### config.mk
export PLATFORM = sky130hd
export DESIGN_NAME = dcache_ctrl_flat
export DESIGN_NICKNAME = d
export VERILOG_FILES = /design/src/rtl/dcache_ctrl_if.sv /design/src/rtl/dcache_ctrl.sv /design/src/flat_wrapper.sv
export SDC_FILE = /design/constraint.sdc
export NUM_CORES = 1
export LEC_CHECK = 0
export BUFFER_PORTS_ARGS = -buffer_cell sky130_fd_sc_hd__buf_4
export CAP_MARGIN = 20
export CORE_UTILIZATION = 60
export CTS_BUF_LIST = sky130_fd_sc_hd__clkbuf_2 sky130_fd_sc_hd__clkbuf_4 sky130_fd_sc_hd__clkbuf_8
export CTS_CLUSTER_SIZE = 40
export DETAILED_ROUTE_END_ITERATION = 8
export PLACE_DENSITY_LB_ADDON = 0.08
export SLEW_MARGIN = 30
export SYNTH_ARGS = -nofsm -noshare
export SYNTH_HDL_FRONTEND = slang
export SYNTH_SLANG_ARGS = --single-unit
### constraint.sdc
create_clock -name clk -period 7.4 [get_ports clk]
set_input_delay 0 -clock clk [delete_from_list [all_inputs] [get_ports clk]]
set_output_delay 0 -clock clk [all_outputs]
set_load 0.05 [all_outputs]
### src/rtl/dcache_ctrl_if.sv
// Bus bundle between the CPU pipeline, the data cache and the word-organised data memory.
// The hit/miss counter outputs exist only when DCACHE_STATS_EN is defined.
interface dcache_ctrl_if;
    logic        i_read;
    logic        i_write;
    logic [7:0]  i_address;
    logic [7:0]  i_writedata;
    logic [7:0]  o_readdata;
    logic        o_busywait;
    logic        o_mem_read;
    logic        o_mem_write;
    logic [5:0]  o_mem_address;
    logic [31:0] o_mem_writedata;
    logic [31:0] i_mem_readdata;
    logic        i_mem_busywait;
`ifdef DCACHE_STATS_EN
    logic [7:0]  o_hit_count;
    logic [7:0]  o_miss_count;
`endif

    modport slave (
        input  i_read, i_write, i_address, i_writedata, i_mem_readdata, i_mem_busywait,
`ifdef DCACHE_STATS_EN
        output o_hit_count, o_miss_count,
`endif
        output o_readdata, o_busywait, o_mem_read, o_mem_write, o_mem_address, o_mem_writedata
    );

    modport master (
        output i_read, i_write, i_address, i_writedata, i_mem_readdata, i_mem_busywait,
`ifdef DCACHE_STATS_EN
        input  o_hit_count, o_miss_count,
`endif
        input  o_readdata, o_busywait, o_mem_read, o_mem_write, o_mem_address, o_mem_writedata
    );
endinterface

### src/rtl/dcache_ctrl.sv
// Direct-mapped write-back data cache controller (8 lines x 4 bytes) in front of word memory.
// Optional hit/miss statistics counters are enabled with the DCACHE_STATS_EN macro.
module dcache_ctrl #(
    parameter int INDEX_BITS  = 3,
    parameter int OFFSET_BITS = 2
) (
    input  logic          clk,
    input  logic          rst_n,
    dcache_ctrl_if.slave  bus
);
    localparam int TAG_BITS  = 8 - INDEX_BITS - OFFSET_BITS;
    localparam int LINES     = 1 << INDEX_BITS;
    localparam int LINE_BITS = 8 << OFFSET_BITS;

    typedef enum logic [1:0] {IDLE, WRITEBACK, FETCH, UPDATE} state_t;

    state_t                r_state;
    state_t                w_nextState;
    logic [LINES-1:0]      r_valid;
    logic [LINES-1:0]      r_dirty;
    logic [TAG_BITS-1:0]   r_tag  [LINES];
    logic [LINE_BITS-1:0]  r_data [LINES];

    logic [TAG_BITS-1:0]    w_tag;
    logic [INDEX_BITS-1:0]  w_index;
    logic [OFFSET_BITS-1:0] w_offset;
    logic [LINE_BITS-1:0]   w_line;
    logic                   w_req;
    logic                   w_hit;
    logic                   w_busy;
    logic                   w_writeHit;

    assign w_tag      = bus.i_address[7 -: TAG_BITS];
    assign w_index    = bus.i_address[OFFSET_BITS +: INDEX_BITS];
    assign w_offset   = bus.i_address[OFFSET_BITS-1:0];
    assign w_line     = r_data[w_index];
    assign w_req      = bus.i_read | bus.i_write;
    assign w_hit      = r_valid[w_index] && (r_tag[w_index] == w_tag);
    assign w_writeHit = (r_state == IDLE) && bus.i_write && w_hit;

    assign bus.o_readdata = w_line[{w_offset, 3'b000} +: 8];
    // Stall is forced low while reset is held so the CPU is never frozen by a dead FSM.
    assign bus.o_busywait = rst_n & w_busy;

    always_ff @(posedge clk or negedge rst_n) begin
        if (!rst_n) r_state <= IDLE;
        else        r_state <= w_nextState;
    end

    always_comb begin
        w_nextState         = r_state;
        w_busy              = 1'b0;
        bus.o_mem_read      = 1'b0;
        bus.o_mem_write     = 1'b0;
        bus.o_mem_address   = '0;
        bus.o_mem_writedata = '0;
        case (r_state)
            IDLE: begin
                if (w_req && !w_hit) begin
                    w_busy      = 1'b1;
                    w_nextState = (r_valid[w_index] && r_dirty[w_index]) ? WRITEBACK : FETCH;
                end
            end
            WRITEBACK: begin
                w_busy              = w_req;
                bus.o_mem_write     = 1'b1;
                bus.o_mem_address   = {r_tag[w_index], w_index};
                bus.o_mem_writedata = w_line;
                if (!bus.i_mem_busywait) w_nextState = FETCH;
            end
            FETCH: begin
                w_busy            = w_req;
                bus.o_mem_read    = 1'b1;
                bus.o_mem_address = {w_tag, w_index};
                if (!bus.i_mem_busywait) w_nextState = UPDATE;
            end
            UPDATE: begin
                w_busy      = w_req;
                w_nextState = IDLE;
            end
            default: w_nextState = IDLE;
        endcase
    end

    // Data and tag storage carry no reset; only valid/dirty define line ownership.
    always_ff @(posedge clk) begin
        if (r_state == UPDATE) begin
            r_data[w_index] <= bus.i_mem_readdata;
            r_tag[w_index]  <= w_tag;
        end else if (w_writeHit) begin
            r_data[w_index][{w_offset, 3'b000} +: 8] <= bus.i_writedata;
        end
    end

    always_ff @(posedge clk or negedge rst_n) begin
        if (!rst_n) begin
            r_valid <= '0;
            r_dirty <= '0;
        end else if (r_state == UPDATE) begin
            r_valid[w_index] <= 1'b1;
            r_dirty[w_index] <= 1'b0;
        end else if (w_writeHit) begin
            r_dirty[w_index] <= 1'b1;
        end
    end

`ifdef DCACHE_STATS_EN
    logic       r_postUpdate;
    logic [7:0] r_hitCount;
    logic [7:0] r_missCount;

    // The re-evaluation hit right after a fill belongs to the miss, so it is not counted.
    always_ff @(posedge clk or negedge rst_n) begin
        if (!rst_n) begin
            r_postUpdate <= 1'b0;
            r_hitCount   <= '0;
            r_missCount  <= '0;
        end else begin
            r_postUpdate <= (r_state == UPDATE);
            if ((r_state == IDLE) && (w_nextState != IDLE) && (r_missCount != 8'hFF))
                r_missCount <= r_missCount + 8'd1;
            if ((r_state == IDLE) && w_req && w_hit && !r_postUpdate && (r_hitCount != 8'hFF))
                r_hitCount <= r_hitCount + 8'd1;
        end
    end

    assign bus.o_hit_count  = r_hitCount;
    assign bus.o_miss_count = r_missCount;
`endif
endmodule

### src/flat_wrapper.sv
// flat-port wrapper written by rule: the top's interface ports become plain ports
module dcache_ctrl_flat 
#(
    parameter int INDEX_BITS  = 3,
    parameter int OFFSET_BITS = 2
)
  (clk, rst_n, bus_i_read, bus_i_write, bus_i_address, bus_i_writedata, bus_i_mem_readdata, bus_i_mem_busywait, bus_o_readdata, bus_o_busywait, bus_o_mem_read, bus_o_mem_write, bus_o_mem_address, bus_o_mem_writedata);
  dcache_ctrl_if bus_i ();
  input  logic clk;
  input  logic rst_n;
  input wire logic [$bits(bus_i.i_read)-1:0] bus_i_read;
  input wire logic [$bits(bus_i.i_write)-1:0] bus_i_write;
  input wire logic [$bits(bus_i.i_address)-1:0] bus_i_address;
  input wire logic [$bits(bus_i.i_writedata)-1:0] bus_i_writedata;
  input wire logic [$bits(bus_i.i_mem_readdata)-1:0] bus_i_mem_readdata;
  input wire logic [$bits(bus_i.i_mem_busywait)-1:0] bus_i_mem_busywait;
  output wire logic [$bits(bus_i.o_readdata)-1:0] bus_o_readdata;
  output wire logic [$bits(bus_i.o_busywait)-1:0] bus_o_busywait;
  output wire logic [$bits(bus_i.o_mem_read)-1:0] bus_o_mem_read;
  output wire logic [$bits(bus_i.o_mem_write)-1:0] bus_o_mem_write;
  output wire logic [$bits(bus_i.o_mem_address)-1:0] bus_o_mem_address;
  output wire logic [$bits(bus_i.o_mem_writedata)-1:0] bus_o_mem_writedata;
  assign bus_i.i_read = bus_i_read;
  assign bus_i.i_write = bus_i_write;
  assign bus_i.i_address = bus_i_address;
  assign bus_i.i_writedata = bus_i_writedata;
  assign bus_i.i_mem_readdata = bus_i_mem_readdata;
  assign bus_i.i_mem_busywait = bus_i_mem_busywait;
  assign bus_o_readdata = bus_i.o_readdata;
  assign bus_o_busywait = bus_i.o_busywait;
  assign bus_o_mem_read = bus_i.o_mem_read;
  assign bus_o_mem_write = bus_i.o_mem_write;
  assign bus_o_mem_address = bus_i.o_mem_address;
  assign bus_o_mem_writedata = bus_i.o_mem_writedata;
  dcache_ctrl #(.INDEX_BITS(INDEX_BITS), .OFFSET_BITS(OFFSET_BITS)) u_core (.clk(clk), .rst_n(rst_n), .bus(bus_i));
endmodule
==> reports/results.ini <==
[sta]
finalSetupViolations = 0
fin_tns_setup_ns = 0
rsz0062_at_grt = false
slew_viol_final = 0
max_slew_margin_pct = 30.7
hold_violations = 0
fin_crit_sh_pct = 53.7
setup_slack_ns = 3.42
fmax_mhz = 251
tightestPinTransition_ns = 1.04
fin_worst_skew_ns = 0.0216
layout_min_cycle_time_ns = 3.98
fin_hold_ws_ns = 0.0207

[power_and_ir_drop]
leakage_nw = 5.53
power_mw = 4.34
powerDensity_nw_per_um2 = 289
irDropWorstVdd_uv = 185

[worst_hold_path]
hp-class = primary input to asynchronous set/reset pin

[route]
drt_first_pass_iters = 5
wirelength_mm = 38.4
ant_nets = 0
num_vias = 8746
routedWlPerCell_um = 29.7
drt_drc_violations_left = 0
drt_iter0_markers = 1242
via_per_inst = 6.76

[grt]
grt_remaining_overflow = 0
grt_usage_pct = 35.8
antenna_found_initial = 1
grt_pass1_vias = 8579
grt_max_degree = 60
grt_pass1_wl_mm = 55.6

[cts]
insertion_delay_ns = 0.56
cts_made_buffers = 45
cts_tree = built
clkSinkCount = 298
post_cts_resized = 0
clk_path_buf_depth = 3
h-tree-depth = 2
clk_pin_slew_ns = 0.07
clockRootBuffer = clkbuf_8

[floorplan]
die_area_um2 = 22000
die_y_um = 148
rows = 53
io_pins = 102
core_um2 = 21000
initial_core_util_pct = 61.2
fp.dieW_um = 148

[layout]
fin_area_um2 = 15000
final_util_pct = 71.3
fillers = 1382
drive_gt1_share_pct = 26.8
fin_nets = 1045
fin_cells = 1293
syn_to_final_growth_pct = 16.4

[worst_setup_path]
crit_type = primary input to output port
cp-start-kind = primary input
end_kind = output port
crit_required_ns = 7.40
critPathMaxFanout = 59
cp.arrival_ns = 3.98

[place]
dpl_cell_area_um2 = 13900
portBuffers = 101
dp.cells = 1201
dp_slack_ns = 3.22
dp_hpwl_mm = 25.9
routabilityCongestion = 0.960

[synthesis]
ys_seq_area_share_pct = 68.9
ys_types = 47
yosysWarnings = 0
ys_seq_elements = 298
yosysTopAreaCell = edfxtp_1
synth_area_leaders = edfxtp_1 (65%), mux2i_1 (4.0%), dfrtp_1 (3.5%)
mappedNetlistArea_um2 = 12900
synth_cells = 862
synth_area_per_cell_um2 = 14.9
synth_fp_nets = 924
synth_top_area_share_pct = 65.4

[job]
drv_cap = 0

[outcome]
status = finished clean

==> sequential cells by signal, summed over array words and instances, names as in the netlist, named ones only <==
name,cells
u_core.r_data,256
u_core.r_valid,8
u_core.r_tag,24
u_core.r_state,2
==> layout make-up <==
cell class / instances / area, um2 / area share (%)
Multi-Input combinational cell: 471 / 3690 / 24.7
Clock inverter: 17 / 201 / 1.34
Antenna cell: 1 / 2.50 / 0.0167
Clock buffer: 64 / 787 / 5.25
Tap cell: 275 / 344 / 2.30
Timing Repair Buffer: 119 / 913 / 6.10
Sequential cell: 298 / 8860 / 59.1
Inverter: 48 / 180 / 1.20
==> report_power, final <==
part           switching, mW  internal [mW]  total, mW
sequential            0.0415           1.96       2.00
clock                  0.619          0.859       1.48
combinational          0.598          0.257      0.856
total                   1.26           3.08       4.34
==> synthesized netlist by cell type (all sizes together) <==
library cell    n
a21bo           2
a221oi         40
nor4b           1
o21ai          20
buf            14
nand2b          7
o2111ai         3
o32ai           2
clkbuf         31
nor2           31
or2             4
mux2           37
a221o           5
and3b           1
a222oi          2
o22ai          12
a21oi          44
a21boi          2
nor2b           3
o31ai           6
nand3           2
and3            1
nand4           4
inv            46
o21a            2
a22oi          32
ha              9
nor3b           3
edfxtp        280
and2           37
mux4           16
o221ai          3
dfrtp          18
mux2i          52
a21o            1
nor3            3
a22o           10
nand2          70
clkinv          2
o22a            4
==> placed cells by master (no fill, tap or decap), types with 20 or more instances in the layout <==
cell | netlist | layout
mux2_2 | 37 | 37
buf_4 | 1 | 109
a221oi_1 | 40 | 40
nand2_1 | 70 | 70
a21oi_1 | 44 | 28
and2_1 | 37 | 37
clkbuf_8 | 0 | 49
a22oi_1 | 32 | 32
inv_1 | 43 | 43
o21ai_0 | 20 | 20
nor2_1 | 31 | 28
edfxtp_1 | 280 | 280
mux2i_1 | 52 | 52
==> critical path, cell delays in order <==
cell and delay, ns:
buf_4 0.24, buf_4 0.76, clkinv_1 0.88, nor2_1 0.80, a22o_1 0.25, a221oi_1 0.05, o21ai_0 0.36, mux4_2 0.39
buf_4 0.19
==> metal layers <==
metal / routed length [um] / up-vias / track usage (%) / share of wire, %
met5: 15 / - / 0 / 0.039
met4: 2110 / 2 / 18.2 / 5.5
met3: 4580 / 155 / 9.29 / 12
met2: 17800 / 686 / 55.6 / 46
met1: 14000 / 4309 / 47.1 / 36
li1: - / 3594 / - / -
==> cells by family (layout without fill, tap and decap cells) <==
group / count (synthesis) / after routing / synth area share [%]
AO/OA/AOI/OAI: 190 / 190 / 10.6
adder cells (fa/ha/maj): 9 / 9 / 0.875
buffers and inverters: 93 / 248 / 3.05
flip-flops: 298 / 298 / 68.9
multiplexers: 105 / 105 / 10.1
other: 0 / 1 / 0
AND/OR/NAND/NOR: 167 / 167 / 6.53
==> worst paths after layout <==
path | from | end | slack, ns | depth (start not counted)
max in group asynchronous | rst_n | u_core.r_valid[1]$_DFFE_PN0P_ | 7.07 | 3
min | rst_n | asynchronous set/reset pin | 0.02 | 3
max reg2reg | u_core.r_tag[7][2]$_DFFE_PP_ | u_core.r_data[7][15]$_DFFE_PP_ | 3.69 | 6
min in group clk | bus_i_mem_readdata[1] | u_core.r_data[6][1]$_DFFE_PP_ | 0.02 | 3
max | bus_i_address[2] | bus_o_readdata[0] | 3.42 | 9
min reg2reg | u_core.r_valid[7]$_DFFE_PN0P_ | u_core.r_valid[7]$_DFFE_PN0P_ | 0.47 | 1
==> timing repair <==
item / 4_1_cts / 5_1_grt
buffers inserted: 0 / 0
endpoints found under the hold margin: 61 / 0
hold buffers: 10 / 0
setup endpoints to repair: 0 / 0
Power figures use the tool's default switching activity.
